--- src/rtl/fib_rx_packet_assembler_if.sv ---
// Byte-stream input and assembled-packet output bundle
// for the FIB receive packet assembler.
interface fib_rx_packet_assembler_if;
    logic         rx_valid;
    logic [7:0]   rx_byte;
    logic         pkt_valid;
    logic         pkt_ready;
    logic         pkt_is_interest;
    logic [5:0]   pkt_prefix_len;
    logic [63:0]  pkt_prefix;
    logic [255:0] pkt_data;

    // Upstream byte source plus FIB sink view.
    modport master (
        output rx_valid,
        output rx_byte,
        output pkt_ready,
        input  pkt_valid,
        input  pkt_is_interest,
        input  pkt_prefix_len,
        input  pkt_prefix,
        input  pkt_data
    );

    // Assembler view.
    modport slave (
        input  rx_valid,
        input  rx_byte,
        input  pkt_ready,
        output pkt_valid,
        output pkt_is_interest,
        output pkt_prefix_len,
        output pkt_prefix,
        output pkt_data
    );
endinterface

--- src/rtl/fib_rx_packet_assembler.sv ---
// Reassembles SPI receive bytes into one wide packet word
// and holds it in a single-entry buffer for the FIB.
module fib_rx_packet_assembler (
    input  logic                      clk,
    input  logic                      rst,
    fib_rx_packet_assembler_if.slave  bus,
    output logic                      busy,
    output logic [7:0]                drop_count
);

    typedef enum logic [1:0] {
        IDLE,
        META,
        PREFIX,
        DATA
    } state_t;

    state_t         state;
    logic [6:0]     meta;
    logic [63:0]    cap_prefix;
    logic [255:0]   cap_data;
    logic [2:0]     prefix_cnt;
    logic [4:0]     data_cnt;

    logic           done;
    logic           can_load;
    logic [63:0]    word_prefix;
    logic [255:0]   word_data;

    // Completion detect and the finished word, including the byte on the bus.
    always_comb begin
        done        = 1'b0;
        word_prefix = cap_prefix;
        word_data   = cap_data;
        unique case (state)
            PREFIX: begin
                if (prefix_cnt == 3'd0 && meta[6]) begin
                    done        = 1'b1;
                    word_prefix = {cap_prefix[55:0], bus.rx_byte};
                    word_data   = '0;
                end
            end
            DATA: begin
                if (data_cnt == 5'd0) begin
                    done      = 1'b1;
                    word_data = {cap_data[247:0], bus.rx_byte};
                end
            end
            default: begin
            end
        endcase
    end

    // The buffer may take a new word when empty or drained this edge.
    assign can_load = !bus.pkt_valid || bus.pkt_ready;

    // Capture FSM, output buffer and drop counter.
    always_ff @(posedge clk or posedge rst) begin
        if (rst) begin
            state               <= IDLE;
            meta                <= '0;
            cap_prefix          <= '0;
            cap_data            <= '0;
            prefix_cnt          <= '0;
            data_cnt            <= '0;
            busy                <= 1'b0;
            drop_count          <= '0;
            bus.pkt_valid       <= 1'b0;
            bus.pkt_is_interest <= 1'b0;
            bus.pkt_prefix_len  <= '0;
            bus.pkt_prefix      <= '0;
            bus.pkt_data        <= '0;
        end else begin
            if (bus.pkt_valid && bus.pkt_ready) begin
                bus.pkt_valid <= 1'b0;
            end

            if (done) begin
                if (can_load) begin
                    bus.pkt_valid       <= 1'b1;
                    bus.pkt_is_interest <= meta[6];
                    bus.pkt_prefix_len  <= meta[5:0];
                    bus.pkt_prefix      <= word_prefix;
                    bus.pkt_data        <= word_data;
                end else if (drop_count != 8'hFF) begin
                    drop_count <= drop_count + 8'd1;
                end
            end

            unique case (state)
                IDLE: begin
                    if (bus.rx_valid) begin
                        meta       <= '0;
                        cap_prefix <= '0;
                        cap_data   <= '0;
                        busy       <= 1'b1;
                        state      <= META;
                    end
                end
                META: begin
                    meta       <= bus.rx_byte[6:0];
                    prefix_cnt <= 3'd7;
                    state      <= PREFIX;
                end
                PREFIX: begin
                    cap_prefix <= {cap_prefix[55:0], bus.rx_byte};
                    prefix_cnt <= prefix_cnt - 3'd1;
                    if (prefix_cnt == 3'd0) begin
                        if (meta[6]) begin
                            busy  <= 1'b0;
                            state <= IDLE;
                        end else begin
                            data_cnt <= 5'd31;
                            state    <= DATA;
                        end
                    end
                end
                DATA: begin
                    cap_data <= {cap_data[247:0], bus.rx_byte};
                    data_cnt <= data_cnt - 5'd1;
                    if (data_cnt == 5'd0) begin
                        busy  <= 1'b0;
                        state <= IDLE;
                    end
                end
                default: begin
                    state <= IDLE;
                end
            endcase
        end
    end

endmodule

--- src/flat_wrapper.sv ---
// flat-port wrapper written by rule: the top's interface ports become plain ports
module fib_rx_packet_assembler_flat 
  (clk, rst, busy, drop_count, bus_rx_valid, bus_rx_byte, bus_pkt_ready, bus_pkt_valid, bus_pkt_is_interest, bus_pkt_prefix_len, bus_pkt_prefix, bus_pkt_data);
  fib_rx_packet_assembler_if bus_i ();
  input  logic clk;
  input  logic rst;
  output logic busy;
  output logic [7:0] drop_count;
  input wire logic [$bits(bus_i.rx_valid)-1:0] bus_rx_valid;
  input wire logic [$bits(bus_i.rx_byte)-1:0] bus_rx_byte;
  input wire logic [$bits(bus_i.pkt_ready)-1:0] bus_pkt_ready;
  output wire logic [$bits(bus_i.pkt_valid)-1:0] bus_pkt_valid;
  output wire logic [$bits(bus_i.pkt_is_interest)-1:0] bus_pkt_is_interest;
  output wire logic [$bits(bus_i.pkt_prefix_len)-1:0] bus_pkt_prefix_len;
  output wire logic [$bits(bus_i.pkt_prefix)-1:0] bus_pkt_prefix;
  output wire logic [$bits(bus_i.pkt_data)-1:0] bus_pkt_data;
  assign bus_i.rx_valid = bus_rx_valid;
  assign bus_i.rx_byte = bus_rx_byte;
  assign bus_i.pkt_ready = bus_pkt_ready;
  assign bus_pkt_valid = bus_i.pkt_valid;
  assign bus_pkt_is_interest = bus_i.pkt_is_interest;
  assign bus_pkt_prefix_len = bus_i.pkt_prefix_len;
  assign bus_pkt_prefix = bus_i.pkt_prefix;
  assign bus_pkt_data = bus_i.pkt_data;
  fib_rx_packet_assembler u_core (.clk(clk), .rst(rst), .bus(bus_i), .busy(busy), .drop_count(drop_count));
endmodule
--- config.mk ---
export PLATFORM = sky130hd
export DESIGN_NAME = fib_rx_packet_assembler_flat
export DESIGN_NICKNAME = d
export VERILOG_FILES = /design/src/rtl/fib_rx_packet_assembler_if.sv /design/src/rtl/fib_rx_packet_assembler.sv /design/src/flat_wrapper.sv
export SDC_FILE = /design/constraint.sdc
export NUM_CORES = 1
export LEC_CHECK = 0
export ABC_AREA = 1
export CORE_MARGIN = 4
export CORE_UTILIZATION = 43
export DETAILED_ROUTE_END_ITERATION = 8
export PLACE_DENSITY_LB_ADDON = 0.3
export REMOVE_ABC_BUFFERS = 1
export SETUP_SLACK_MARGIN = 0.05
export SLEW_MARGIN = 0
export SYNTH_ARGS = -nofsm -noshare
export SYNTH_HDL_FRONTEND = slang
export SYNTH_SLANG_ARGS = --single-unit
--- constraint.sdc ---
create_clock -name clk -period 30.4 [get_ports clk]
set_input_delay 6.08 -clock clk [delete_from_list [all_inputs] [get_ports clk]]
set_output_delay 6.08 -clock clk [all_outputs]
set_load 0.02 [all_outputs]
* Word level (Yosys, flattened, before mapping)
Index checks and enable logic that the tools add are counted.
** Operators by class
- Add/subtract/negate cells :: 3
- Equality and inequality tests :: 9
- Mux-type cells :: 31
- Bitwise operators :: 1
- Reductions and logical operators :: 21
** Operators by type and width (count)
- $pmux 256 s2 :: 2
- $mux 256 :: 3
- $mux 64 :: 3
- $pmux 64 s2 :: 1
- $pmux 7 s2 :: 1
- $mux 5 :: 2
- $pmux 5 s2 :: 1
- $reduce_bool 2->1 :: 5
- $mux 1 :: 9
- $reduce_and 3->1 :: 3
- $add 8x1->8 const B :: 1
- $mux 2 :: 4
- $ne 8x8->1 const B :: 1
- $pmux 2 s4 :: 1
- $reduce_and 2->1 :: 4
- $mux 7 :: 1
- $ne 2x1->1 const B :: 3
- $pmux 3 s2 :: 1
- $logic_not 5->1 :: 1
- $reduce_and 5->1 :: 1
- $sub 5x1->5 const B :: 1
- $eq 2x2->1 const B :: 2
- $ne 2x2->1 const B :: 2
- $logic_not 3->1 :: 1
- other kinds (10) :: 11
** Word-level totals
- Register bits :: 674
- Bits of input ports :: 12
- Logic and storage cells :: 78

* Logic depth before layout (Yosys ltp)
- Depth in word-level cells :: 5
- Mapped depth :: 12
- Depth with buffers taken out :: 10

* Least setup slack after synthesis
Ideal clock, no wire load.
- Kind :: input to register
- Start :: input port bus_rx_valid
- End :: register u_core.cap_data[106]
- Setup time :: 0.138 ns
- Data arrival time :: 7.100 ns
- Path slack :: 23.162 ns
- Stages on the path :: 7
- Path buffers :: 2
- Path through :: nor2_1 -> inv_2 -> nand2_1 -> nand2_1 -> clkbuf_1 -> clkbuf_1 -> o22ai_1
** Between the ends
- Longest elaborated chain between the ends :: 2
** RTL lines
- from (decl) :: RTL line flat_wrapper.sv:9 : input wire logic [$bits(bus_i.rx_valid)-1:0] bus_rx_valid;
- $ne 2x2->1 (no source line)
- $reduce_and 2->1 (no source line)
- to (signal assigned) :: RTL line fib_rx_packet_assembler.sv:119 : cap_data <= {cap_data[247:0], bus.rx_byte};
- to (decl) :: RTL line fib_rx_packet_assembler.sv:21 : logic [255:0] cap_data;
No other way between the ends.
A chain may end at the register's enable or synchronous reset.

* Worst setup path in the final report
- Start :: input port bus_rx_valid
- End :: register u_core.cap_data[123]
The elaborated chain is that of the path after synthesis.

==> impl_metrics.prom <==
# TYPE chip_impl_metric gauge
chip_impl_metric{name="report.power.total",unit="W"} 0.00254
chip_impl_info{name="postSynth.topFlopCell",value="sky130_fd_sc_hd__dfrtp_1"} 1
chip_impl_metric{name="worst_tran_pin_value",unit="ps"} 1200
chip_impl_metric{name="synth_cell_type_count",unit=""} 26
chip_impl_metric{name="finalNetCount",unit=""} 4086
chip_impl_metric{name="dr.first_iter.drc_count",unit=""} 2432
chip_impl_info{name="grt_setup_unrepaired",value="false"} 1
chip_impl_metric{name="postSynthRegisterBits",unit=""} 674
chip_impl_metric{name="drc",unit=""} 0
chip_impl_info{name="criticalPathCategory",value="in -> reg"} 1
chip_impl_metric{name="vias_per_cell",unit=""} 5.34
chip_impl_metric{name="ys_async_sr_fraction",unit="%"} 100
chip_impl_metric{name="syn-mean-instance-area",unit="um2"} 8.01
chip_impl_metric{name="clock_sinks",unit=""} 674
chip_impl_metric{name="grtUsageMet3",unit="%"} 3.96
chip_impl_metric{name="grt.met2_usage",unit="%"} 35.8
chip_impl_info{name="worst_min_path_class",value="reg -> reg"} 1
chip_impl_metric{name="detail-route-antenna-nets",unit=""} 0
chip_impl_info{name="run_status",value="finished, final reports clean"} 1
chip_impl_metric{name="cts_hold_buf",unit=""} 0
chip_impl_metric{name="io-pin-count",unit=""} 349
chip_impl_info{name="crit_chain",value="clkdlybuf4s50_1 -> nor2_1 -> inv_2 -> nand2_4 -> buf_4 -> buf_4 -> o22ai_1"} 1
chip_impl_metric{name="ys_seq_area_share",unit="%"} 54.0
chip_impl_metric{name="wl",unit="um"} 86800
chip_impl_metric{name="synth_enable_flop_cells",unit=""} 0
chip_impl_metric{name="gr-usage-all-layers",unit="%"} 22.1
chip_impl_metric{name="fin_setup_tns",unit="ps"} 0
chip_impl_metric{name="cpPeakStageDelay",unit="ps"} 980
chip_impl_metric{name="cts_made_buffers",unit=""} 74
chip_impl_metric{name="layout-drive-gt1-share",unit="%"} 4.15
chip_impl_metric{name="use_met1",unit="%"} 30.5
chip_impl_metric{name="dp_hpwl",unit="um"} 49300
chip_impl_metric{name="die_width",unit="um"} 277
chip_impl_metric{name="clock_insertion_delay_worst_skew",unit="ps"} 630
chip_impl_metric{name="pin_count_of_the_biggest_net_entering_global_routing",unit=""} 161
chip_impl_metric{name="clkTransAtPathRegs",unit="ps"} 60
chip_impl_metric{name="cts_resized",unit=""} 0
chip_impl_metric{name="fin_skew",unit="ps"} 33.4
chip_impl_metric{name="antenna_cells",unit=""} 0
chip_impl_info{name="layout_commonest_cell",value="sky130_fd_sc_hd__nand2_1"} 1
chip_impl_metric{name="min_period_over_period",unit="%"} 30.7
chip_impl_metric{name="fp.dieArea",unit="um2"} 77000
chip_impl_metric{name="postCtsSetupRepairBufs",unit=""} 0
chip_impl_metric{name="clock_tree.htree_level_count",unit=""} 3
chip_impl_info{name="top_usage_layer",value="met2"} 1
chip_impl_metric{name="cts-root-to-sink-buffers",unit=""} 3
chip_impl_metric{name="yosys_synthesis_warning_count",unit=""} 0
chip_impl_info{name="cts_tree",value="yes"} 1
chip_impl_metric{name="floorplan.core_area",unit="um2"} 71700
chip_impl_metric{name="max_freq",unit="MHz"} 107
chip_impl_metric{name="worst_ir_drop_on_vdd",unit="mV"} 0.0636
chip_impl_metric{name="grt_remaining_overflow",unit=""} 0
chip_impl_metric{name="post_drt_wl_per_cell",unit="um"} 17.1
chip_impl_info{name="critical_path.most_common_cell",value="sky130_fd_sc_hd__buf_4"} 1
chip_impl_metric{name="timing.critical_path.arrival",unit="ps"} 9760
chip_impl_metric{name="critical_path_required",unit="ps"} 30830
chip_impl_metric{name="p_leak",unit="nW"} 18.5
chip_impl_metric{name="grt_antenna_before_repair",unit=""} 0
chip_impl_metric{name="final_max_slew_viol_count",unit=""} 0
chip_impl_metric{name="syn-cell-area",unit="um2"} 31200
chip_impl_metric{name="number_of_global_route_vias_before_repair",unit=""} 26319
chip_impl_metric{name="fillerInstances",unit=""} 6783
chip_impl_metric{name="synthToLayoutAreaGrowth",unit="%"} 20.3
chip_impl_metric{name="gpl.final_weighted_congestion",unit=""} 0.785
chip_impl_metric{name="num_vias",unit=""} 27104
chip_impl_metric{name="timing.max_slew.rel_slack",unit="%"} 19.8
chip_impl_metric{name="final-setup-viol-count",unit=""} 0
chip_impl_metric{name="die_height",unit="um"} 277
chip_impl_metric{name="hold_viol_final",unit=""} 0
chip_impl_info{name="cts_root_buffer",value="sky130_fd_sc_hd__clkbuf_16"} 1
chip_impl_metric{name="timing.max_cap.violations",unit=""} 0
chip_impl_metric{name="grt_first_pass_wirelength",unit="um"} 143000
chip_impl_metric{name="final.min_clock_period",unit="ps"} 9330
chip_impl_info{name="most-common-layout-cells",value="1315 x sky130_fd_sc_hd__nand2_1, 674 x sky130_fd_sc_hd__dfrtp_1, 524 x sky130_fd_sc_hd__nand3_1"} 1
chip_impl_metric{name="combined_area_of_the_multi_input_logic_cells",unit="um2"} 11800
chip_impl_metric{name="initial_core_util",unit="%"} 43.5
chip_impl_info{name="cpMaxStageDelayCell",value="sky130_fd_sc_hd__buf_4"} 1
chip_impl_info{name="critical_path.endpoint_type",value="register"} 1
chip_impl_metric{name="netlist_instances",unit=""} 3900
chip_impl_metric{name="port_buffers",unit=""} 348
chip_impl_metric{name="critical_path.max_fanout",unit=""} 101
chip_impl_metric{name="register_area",unit="um2"} 16900
chip_impl_info{name="critPathLaunchType",value="primary input"} 1
chip_impl_metric{name="first_pass_iters",unit=""} 5
chip_impl_metric{name="placementRows",unit=""} 98
chip_impl_metric{name="p_per_area",unit="nW/um2"} 67.7
==> state kept, by name (all words and copies together), names as in the netlist <==
name / count
u_core.data_cnt: 5
u_core.busy: 1
u_core.bus.pkt_valid: 1
u_core.bus.pkt_prefix_len: 6
u_core.bus.pkt_data: 256
u_core.bus.pkt_is_interest: 1
u_core.state: 2
u_core.meta: 7
u_core.prefix_cnt: 3
u_core.cap_prefix: 64
u_core.bus.pkt_prefix: 64
u_core.cap_data: 256
u_core.drop_count: 8
==> Yosys cell counts, types with 2 or more instances <==
library cell / number / area [um2]
sky130_fd_sc_hd__o21ai_0: 324 / 1620
sky130_fd_sc_hd__nand3_1: 524 / 2620
sky130_fd_sc_hd__nand3b_1: 2 / 15.0
sky130_fd_sc_hd__dfrtp_1: 674 / 16900
sky130_fd_sc_hd__nor2_1: 31 / 116
sky130_fd_sc_hd__xnor2_1: 2 / 17.5
sky130_fd_sc_hd__o21ai_1: 17 / 85.1
sky130_fd_sc_hd__inv_2: 5 / 18.8
sky130_fd_sc_hd__buf_4: 2 / 15.0
sky130_fd_sc_hd__ha_1: 9 / 113
sky130_fd_sc_hd__xor2_1: 3 / 26.3
sky130_fd_sc_hd__o22ai_1: 315 / 1970
sky130_fd_sc_hd__clkbuf_1: 126 / 473
sky130_fd_sc_hd__nand4_1: 4 / 25.0
sky130_fd_sc_hd__nor2_4: 2 / 22.5
sky130_fd_sc_hd__nand2_1: 1321 / 4960
sky130_fd_sc_hd__inv_1: 351 / 1320
sky130_fd_sc_hd__buf_1: 19 / 71.3
sky130_fd_sc_hd__a21oi_1: 17 / 85.1
sky130_fd_sc_hd__buf_2: 146 / 731
==> per-layer routing <==
layer | routed length, um | vias to the layer above
li1 | - | 13086
met1 | 39200 | 13123
met2 | 40200 | 750
met3 | 4810 | 145
met4 | 2530 | 0
met5 | 0 | -
==> layout make-up <==
class | count | share of cell area (%)
Timing Repair Buffer | 382 | 9.98
Clock buffer | 110 | 5.79
Clock inverter | 25 | 1.16
Sequential cell | 674 | 44.9
Tap cell | 950 | 3.16
Multi-Input combinational cell | 2577 | 31.4
Inverter | 356 | 3.60
==> report_power, final <==
part / total, W / switching, W / leakage [nW] / internal, W
sequential: 0.00102 / 0.0000458 / 9.28 / 0.000973
clock: 0.000948 / 0.000385 / 1.27 / 0.000563
combinational: 0.000576 / 0.000420 / 7.95 / 0.000156
total: 0.00254 / 0.000851 / 18.5 / 0.00169
==> stage by stage <==
| stage | cells | hold WS [ps] | area, um2 | utilization, % | worst slack [ps] |
|---|---|---|---|---|---|
| floorplan | 3607 | 478 | 29900 | - | 5430 |
| global placement | 4939 | 460 | 35000 | 48.7 | 20560 |
| detailed placement | 4939 | 464 | 35000 | 48.7 | 20450 |
| CTS | 5074 | 477 | 37600 | 52.4 | 21120 |
| global route | 5074 | 489 | 37600 | 52.4 | 20890 |
| finish | 5074 | 475 | 37600 | 52.4 | 21070 |
==> cells by family (layout without fill, tap and decap cells) <==
family,Yosys count,in the layout,share of synthesized area (%)
xor gates and xnor gates,5,5,0.140
AOI/OAI and AO/OA,675,675,12.1
and+or+nand+nor,1888,1888,25.0
buffers and inverters,649,873,8.41
DFF,674,674,54.0
adders and majority gates,9,9,0.361
==> critical path: cells and delay by family <==
kind	cells	cell delay [ps]
AND/OR/NAND/NOR	2	850
buffers and inverters	4	2470
AO/OA/AOI/OAI	1	210
==> path summary, 6_finish.rpt <==
| kind | slack, ps | depth (start not counted) | end | from |
|---|---|---|---|---|
| max | 21070 | 7 | u_core.cap_data[123] | bus_rx_valid |
| min | 470 | 2 | u_core.bus.pkt_data[200] | u_core.bus.pkt_data[200] |
| max reg2reg | 26060 | 8 | u_core.bus.pkt_data[134] | u_core.data_cnt[2] |
| min reg2reg | 470 | 2 | u_core.bus.pkt_data[200] | u_core.bus.pkt_data[200] |
| max in group asynchronous | 21500 | 5 | u_core.cap_data[142] | rst |
| min in group asynchronous | 5940 | 2 | u_core.cap_data[95] | rst |
Note: power is estimated with default switching activity, not from simulation.
